<file path="src/rtl/acc_rr_sched.sv">
// Round-robin scheduler that shares one frame accumulator among NUM_REQ requesters.
// Define ACC_SAT_EN to make the accumulator saturate and to add the res_ovf output.
module acc_rr_sched #(
    parameter int NUM_REQ   = 4,
    parameter int DATA_W    = 4,
    parameter int ACC_W     = 8,
    parameter int FRAME_LEN = 8,
    localparam int ID_W     = $clog2(NUM_REQ)
) (
    input  logic                      clk,
    input  logic                      rst_n,
    input  logic [NUM_REQ-1:0]        req_valid,
    input  logic [NUM_REQ*DATA_W-1:0] req_data,
    output logic [NUM_REQ-1:0]        req_ready,
    output logic                      res_valid,
    input  logic                      res_ready,
    output logic [ACC_W-1:0]          res_data,
    output logic [ID_W-1:0]           res_id,
`ifdef ACC_SAT_EN
    output logic                      res_ovf,
`endif
    output logic                      busy
);

    localparam int CNT_W = (FRAME_LEN > 1) ? $clog2(FRAME_LEN) : 1;
    localparam logic [CNT_W-1:0] CNT_LAST = CNT_W'(FRAME_LEN - 1);

    typedef enum logic [1:0] {IDLE, ACCUM, RESULT} state_t;

    state_t            state_reg;
    logic [ACC_W-1:0]  acc_reg;
    logic [CNT_W-1:0]  cnt_reg;
    logic [ID_W-1:0]   grant_reg;
    logic [ID_W-1:0]   last_grant_reg;
    logic              res_valid_reg;

    logic [DATA_W-1:0] sample [NUM_REQ];
    logic [ID_W-1:0]   pick_next;
    logic [ACC_W-1:0]  acc_next;
    logic              beat;

    // Ready depends only on registered state and grant, never on req_valid.
    generate
        for (genvar gi = 0; gi < NUM_REQ; gi++) begin : g_req
            assign sample[gi]    = req_data[gi*DATA_W +: DATA_W];
            assign req_ready[gi] = (state_reg == ACCUM) && (grant_reg == ID_W'(gi));
        end
    endgenerate

    // Search from last_grant+1 with wrap; descending loop lets the nearest candidate win.
    always_comb begin
        pick_next = '0;
        for (int k = NUM_REQ; k >= 1; k--) begin
            if (req_valid[ID_W'((int'(last_grant_reg) + k) % NUM_REQ)]) begin
                pick_next = ID_W'((int'(last_grant_reg) + k) % NUM_REQ);
            end
        end
    end

    assign beat = (state_reg == ACCUM) && req_valid[grant_reg];

`ifdef ACC_SAT_EN
    logic [ACC_W:0] sum_next;
    logic           ovf_reg;
    assign sum_next = {1'b0, acc_reg} + (ACC_W+1)'(sample[grant_reg]);
    assign acc_next = sum_next[ACC_W] ? '1 : sum_next[ACC_W-1:0];
    assign res_ovf  = ovf_reg;
`else
    assign acc_next = acc_reg + ACC_W'(sample[grant_reg]);
`endif

    always_ff @(posedge clk) begin
        if (!rst_n) begin
            state_reg      <= IDLE;
            acc_reg        <= '0;
            cnt_reg        <= '0;
            grant_reg      <= '0;
            last_grant_reg <= ID_W'(NUM_REQ - 1);
            res_valid_reg  <= 1'b0;
`ifdef ACC_SAT_EN
            ovf_reg        <= 1'b0;
`endif
        end else begin
            case (state_reg)
                IDLE: begin
                    if (|req_valid) begin
                        grant_reg <= pick_next;
                        acc_reg   <= '0;
                        cnt_reg   <= '0;
`ifdef ACC_SAT_EN
                        ovf_reg   <= 1'b0;
`endif
                        state_reg <= ACCUM;
                    end
                end
                ACCUM: begin
                    if (beat) begin
                        acc_reg <= acc_next;
                        cnt_reg <= cnt_reg + CNT_W'(1);
`ifdef ACC_SAT_EN
                        ovf_reg <= ovf_reg | sum_next[ACC_W];
`endif
                        if (cnt_reg == CNT_LAST) begin
                            state_reg     <= RESULT;
                            res_valid_reg <= 1'b1;
                        end
                    end
                end
                RESULT: begin
                    if (res_ready) begin
                        last_grant_reg <= grant_reg;
                        res_valid_reg  <= 1'b0;
                        state_reg      <= IDLE;
                    end
                end
                default: state_reg <= IDLE;
            endcase
        end
    end

    assign res_valid = res_valid_reg;
    assign res_data  = acc_reg;
    assign res_id    = grant_reg;
    assign busy      = (state_reg != IDLE);

endmodule

</file>
<file path="config.mk">
export PLATFORM = sky130hd
export DESIGN_NAME = acc_rr_sched
export DESIGN_NICKNAME = d
export VERILOG_FILES = /design/src/rtl/acc_rr_sched.sv
export SDC_FILE = /design/constraint.sdc
export NUM_CORES = 1
export LEC_CHECK = 0
export ABC_AREA = 1
export CORE_MARGIN = 2
export CORE_UTILIZATION = 33
export DETAILED_ROUTE_END_ITERATION = 12
export PLACE_DENSITY = 0.64
export RECOVER_POWER = 25
export SYNTH_ARGS = -nofsm -noshare
export SYNTH_HDL_FRONTEND = slang
export SYNTH_SLANG_ARGS = --single-unit
</file>
<file path="constraint.sdc">
create_clock -name clk -period 5 [get_ports clk]
set_clock_uncertainty 0.1 [all_clocks]
set_input_delay 1.5 -clock clk [delete_from_list [all_inputs] [get_ports clk]]
set_output_delay 1.5 -clock clk [all_outputs]
set_load 0.02 [all_outputs]
</file>
# After elaboration in Yosys (flattened, before gate mapping)
# Cells that the tools add are included.
# word_totals
register_bits,18
latchBits,0
ram_bits,0
romBits,0
out_inout_bits,16
word_cells,81
mem_count,0
# classes
n_addsub,6
mul,0
div_mod_pow,0
order_cmp,6
n_eq_ne,10
n_shift,0
mux,36
bitwise,1
n_reduce_logical,16
# ops
operator,count
"2-bit by 4-bit < comparator with 1-bit output, second input constant",4
2-bit two-way mux,8
8-bit two-way mux,2
8-bit case mux with 2 select lines,1
1-bit two-way mux,12
1-bit binary-select mux with 2-bit select,5
8-bit by 4-bit adder with 8-bit output,1
4-bit binary-select mux with 2-bit select,1
4-bit two-way mux,2
4-bit AND reduction,2
"2-bit == test, second input constant",3
3-bit two-way mux,2
"2-bit inequality test, second input constant",3
2-bit case mux with 3 select lines,1
3-bit case mux with 2 select lines,1
2-bit nonzero test,3
1-bit logical AND,5
"2-bit by 1-bit adder with 2-bit output, second input constant",2
"2-bit adder, second input constant",2
"2-bit by 1-bit == test with 1-bit output, second input constant",2
2-bit logical NOT,2
2-bit AND reduction,2
4-bit OR reduction,1
"3-bit by 1-bit adder with 3-bit output, second input constant",1
7 further kinds,7

# Depth between registers and ports, before layout
# depth
word_depth,8
depth_mapped,14

# Least setup slack after synthesis
# OpenSTA, ideal clock, no wires.
# synth_timing
path_type,input-to-reg
start,input port req_data[0]
end,register acc_reg[4] (netlist: res_data[4])
setup_ns,0.070
t_arrival_ns,2.824
slack_ns,2.007
stages,8
n_path_buf,0
cell_sequence,a22oi_1 -> nand3_1 -> ha_1 -> fa_1 -> a31o_2 -> nand3_1 -> nand2_1 -> a21oi_1
# synth_between
elab_chain_cells,6
# synth_rtl
element,line,source
start: declaration,13,"input logic [NUM_REQ*DATA_W-1:0] req_data,"
4-bit binary-select mux with 2-bit select,69,assign acc_next = acc_reg + ACC_W'(sample[grant_reg]);
4-bit two-way mux (implied by the code) (2 in series),69,
8-bit by 4-bit adder with 8-bit output,69,
8-bit two-way mux,97,if (beat) begin
8-bit case mux with 2 select lines,84,case (state_reg)
end signal: assignment,98,acc_reg <= acc_next;
end: declaration,31,logic [ACC_W-1:0] acc_reg;
# No other way between the ends. The select of a mux whose other input is x is not followed.
# A chain may end at the register's enable or synchronous reset.

# Final worst setup path
# layout_timing
start,input port req_valid[1]
end,register acc_reg[5] (netlist: res_data[5])
# layout_between
elab_chain_cells,5
# layout_rtl
element,line,source
start: declaration,12,"input logic [NUM_REQ-1:0] req_valid,"
1-bit binary-select mux with 2-bit select,60,assign beat = (state_reg == ACCUM) && req_valid[grant_reg];
1-bit two-way mux (implied by the code),60,
1-bit logical AND,60,
2-bit inequality test (no source line),n/a,
3-bit AND reduction (no source line) *,n/a,
# Every way passes the cells marked *; elsewhere a longest branch is shown, timed or not. The select of a mux whose other input is x is not followed.

==> run_results.csv <==
group,metric,value,unit
worst_setup_path,r2r_setup_slack,2.38,ns
floorplanning,die_h,69.1,um
finish,nets,269,
clock_tree,cts_max_level,1,
yosys,syn_nets,232,
yosys,synthCells,202,
placed_design,place_congestion,0.840,
worst_setup_path,cp.required,5.10,ns
run_status,outcome,"finished, final reports clean",
global_routing,grt_pass1_wl,6370,um
floorplanning,core,4030,um^2
placed_design,port_buffers,38,
flow_run,cap_violations,0,
clock_tree,cts-root-buf,"clkbuf_8",
finish,final_common_cell,"nand2_1",
yosys,ys_types,34,
global_routing,grt_pass1_vias,1394,
timing,finalHoldViolCount,0,
global_routing,grt_usage,16.0,%
routing,routedWlPerCell,12.8,um
yosys,syn_area,1400,um^2
worst_setup_path,crit_path_end_kind,"flop",
routing,wl,3670,um
power,power_leakage,0.840,nW
routing,viasPerCell,5.01,
clock_tree,clkSinkCount,18,
routing,firstDrtPassIters,4,
finish,mostFrequentLayoutCells,"nand2_1 (52), clkdlybuf4s50_1 (34), nand3_1 (24)",
yosys,netlist_top_cells_area,"dfxtp_1 (26%), nand2_1 (14%), nand3_1 (8.6%)",
finish,n_antenna_cell,0,
worst_setup_path,rr_startpoint,"res_id[1]",
worst_setup_path,path_cells,"dlygate4sd3_1, nand3_1, nand3_2, nor2_1, nor2_1, inv_2, o21bai_2, inv_2, nor2_1",
routing,drt_iter0_markers,88,
hold_path,min_from,"res_valid",
floorplanning,io_pins,39,
hold_path,hold_class,"reg -> reg",
yosys,synth_top_area_share,25.7,%
worst_setup_path,critPathMaxFanout,15,
routing,vias,1444,
routing,drtAntennaViolNets,0,
yosys,ys_ff_latch,18,
worst_setup_path,cpMaxStageDelayCell,"nor2_1",
global_routing,antenna_found_initial,0,
finish,design_area,1830,um^2
routing,drc,0,
timing,max_freq,269,MHz
timing,slew_violations,0,
clock_tree,cts_resized,0,
power,power_density,238,nW/um^2
timing,slew_headroom,19.8,%
yosys,synth.yosys.seq_area_share,25.7,%
placed_design,dpl-instance-area,1800,um^2
floorplanning,die_x,69.1,um
finish,drive_gt1_share,11.3,%
power,p_total,0.000436,W
finish,area_growth,30.8,%
floorplanning,initial_core_util,34.8,%
yosys,yosys.area.top_type,"dfxtp_1",
timing,timing.final.crit_share,74.5,%
worst_setup_path,cp_slowest_stage_delay,0.90,ns
clock_tree,cts-buffers-inserted,3,
global_routing,grt_overflow,0,
placed_design,hpwl,2790,um
timing,whs,0.362,ns
clock_tree,hold_buffers,0,
timing,tightest_slew,1.20,ns
power,peakVddDrop,105,uV
worst_setup_path,crit_type,"in -> reg",
timing,fin_crit,3.72,ns
worst_setup_path,cp-startpoint,"req_valid[1]",
clock_tree,clk_latency,0.26,ns
timing,rsz0062_at_grt,"no",
clock_tree,postCtsSetupBuffers,0,
worst_setup_path,cp-start-kind,"input port",
floorplanning,rows,23,
worst_setup_path,crit_top_cell,"nor2_1",
clock_tree,cts_tree,"yes",
finish,final_util,45.5,%
floorplanning,dieArea,4780,um^2
timing,setup-tns-final,0,ns
finish,largest_reg_flops,8,
yosys,yosysWarnings,0,
timing,finalSetupViolCount,0,
clock_tree,clkSlewWorstSetupHoldPaths,0.08,ns
global_routing,grt_max_degree,16,
worst_setup_path,cp.arrival,3.82,ns
clock_tree,clockBufferDepth,2,
yosys,syn_area_per_cell,6.93,um^2
-- Yosys cell counts, drive strengths merged --
cell type,instances
buf,3
a22oi,3
a21oi,16
nor2,14
nand4,8
o211ai,3
clkbuf,3
fa,1
dfxtp,18
nand3b,1
nand3,29
a31o,1
nand2,54
inv,26
o211a,2
ha,6
o21bai,1
clkinv,1
nor3,2
xnor2,2
o21ai,7
xor2,1
-- critical path: cells and delay by family --
kind            cells  cell delay (ns)
compound gates      1             0.21
buf+inv             3             0.88
simple gates        5             1.23
-- metal layers --
metal / vias to the layer above / part of all wire [%] / GRT usage (%)
met4: 0 / 0.68 / 2.83
met1: 658 / 48 / 21.6
li1: 749 / - / -
met2: 33 / 47 / 26.5
met3: 4 / 4.5 / 3.51
met5: - / 0 / 0
-- path summary, 6_finish.rpt --
path | to | cells after the start
max | res_data[5] | 9
min | res_valid | 2
max reg2reg | res_data[5] | 8
min reg2reg | res_valid | 2
-- cell families after synthesis --
| family | after synthesis | share of synthesized area (%) |
|---|---|---|
| fa+ha+maj | 7 | 6.79 |
| compound gates | 33 | 15.7 |
| buf+inv | 33 | 10.4 |
| simple gates | 108 | 39.5 |
| xor+xnor | 3 | 1.88 |
| flops | 18 | 25.7 |
-- report_power, final --
part / switching (W) / leakage, nW / internal (W)
Sequential: 0.0000123 / 0.147 / 0.000152
Combinational: 0.0000852 / 0.665 / 0.0000639
Clock: 0.0000528 / 0.0288 / 0.0000701
-- area by class of cell --
class | instances | area, um^2
fillers | 429 | 2200
multi-input cells | 151 | 871
inverters | 27 | 103
repair buffers | 38 | 380
clock buffers | 4 | 55.1
flip-flops and latches | 18 | 360
well taps | 50 | 62.6
-- through the flow --
stage          worst slack (ns)  instances
2_1_floorplan              2.01        202
3_3_place_gp               1.50        284
3_5_place_dp               1.47        284
4_1_cts                    1.47        288
5_1_grt                    1.08        288
6_report                   1.28        288
Note: power is estimated with default switching activity, not from simulation.
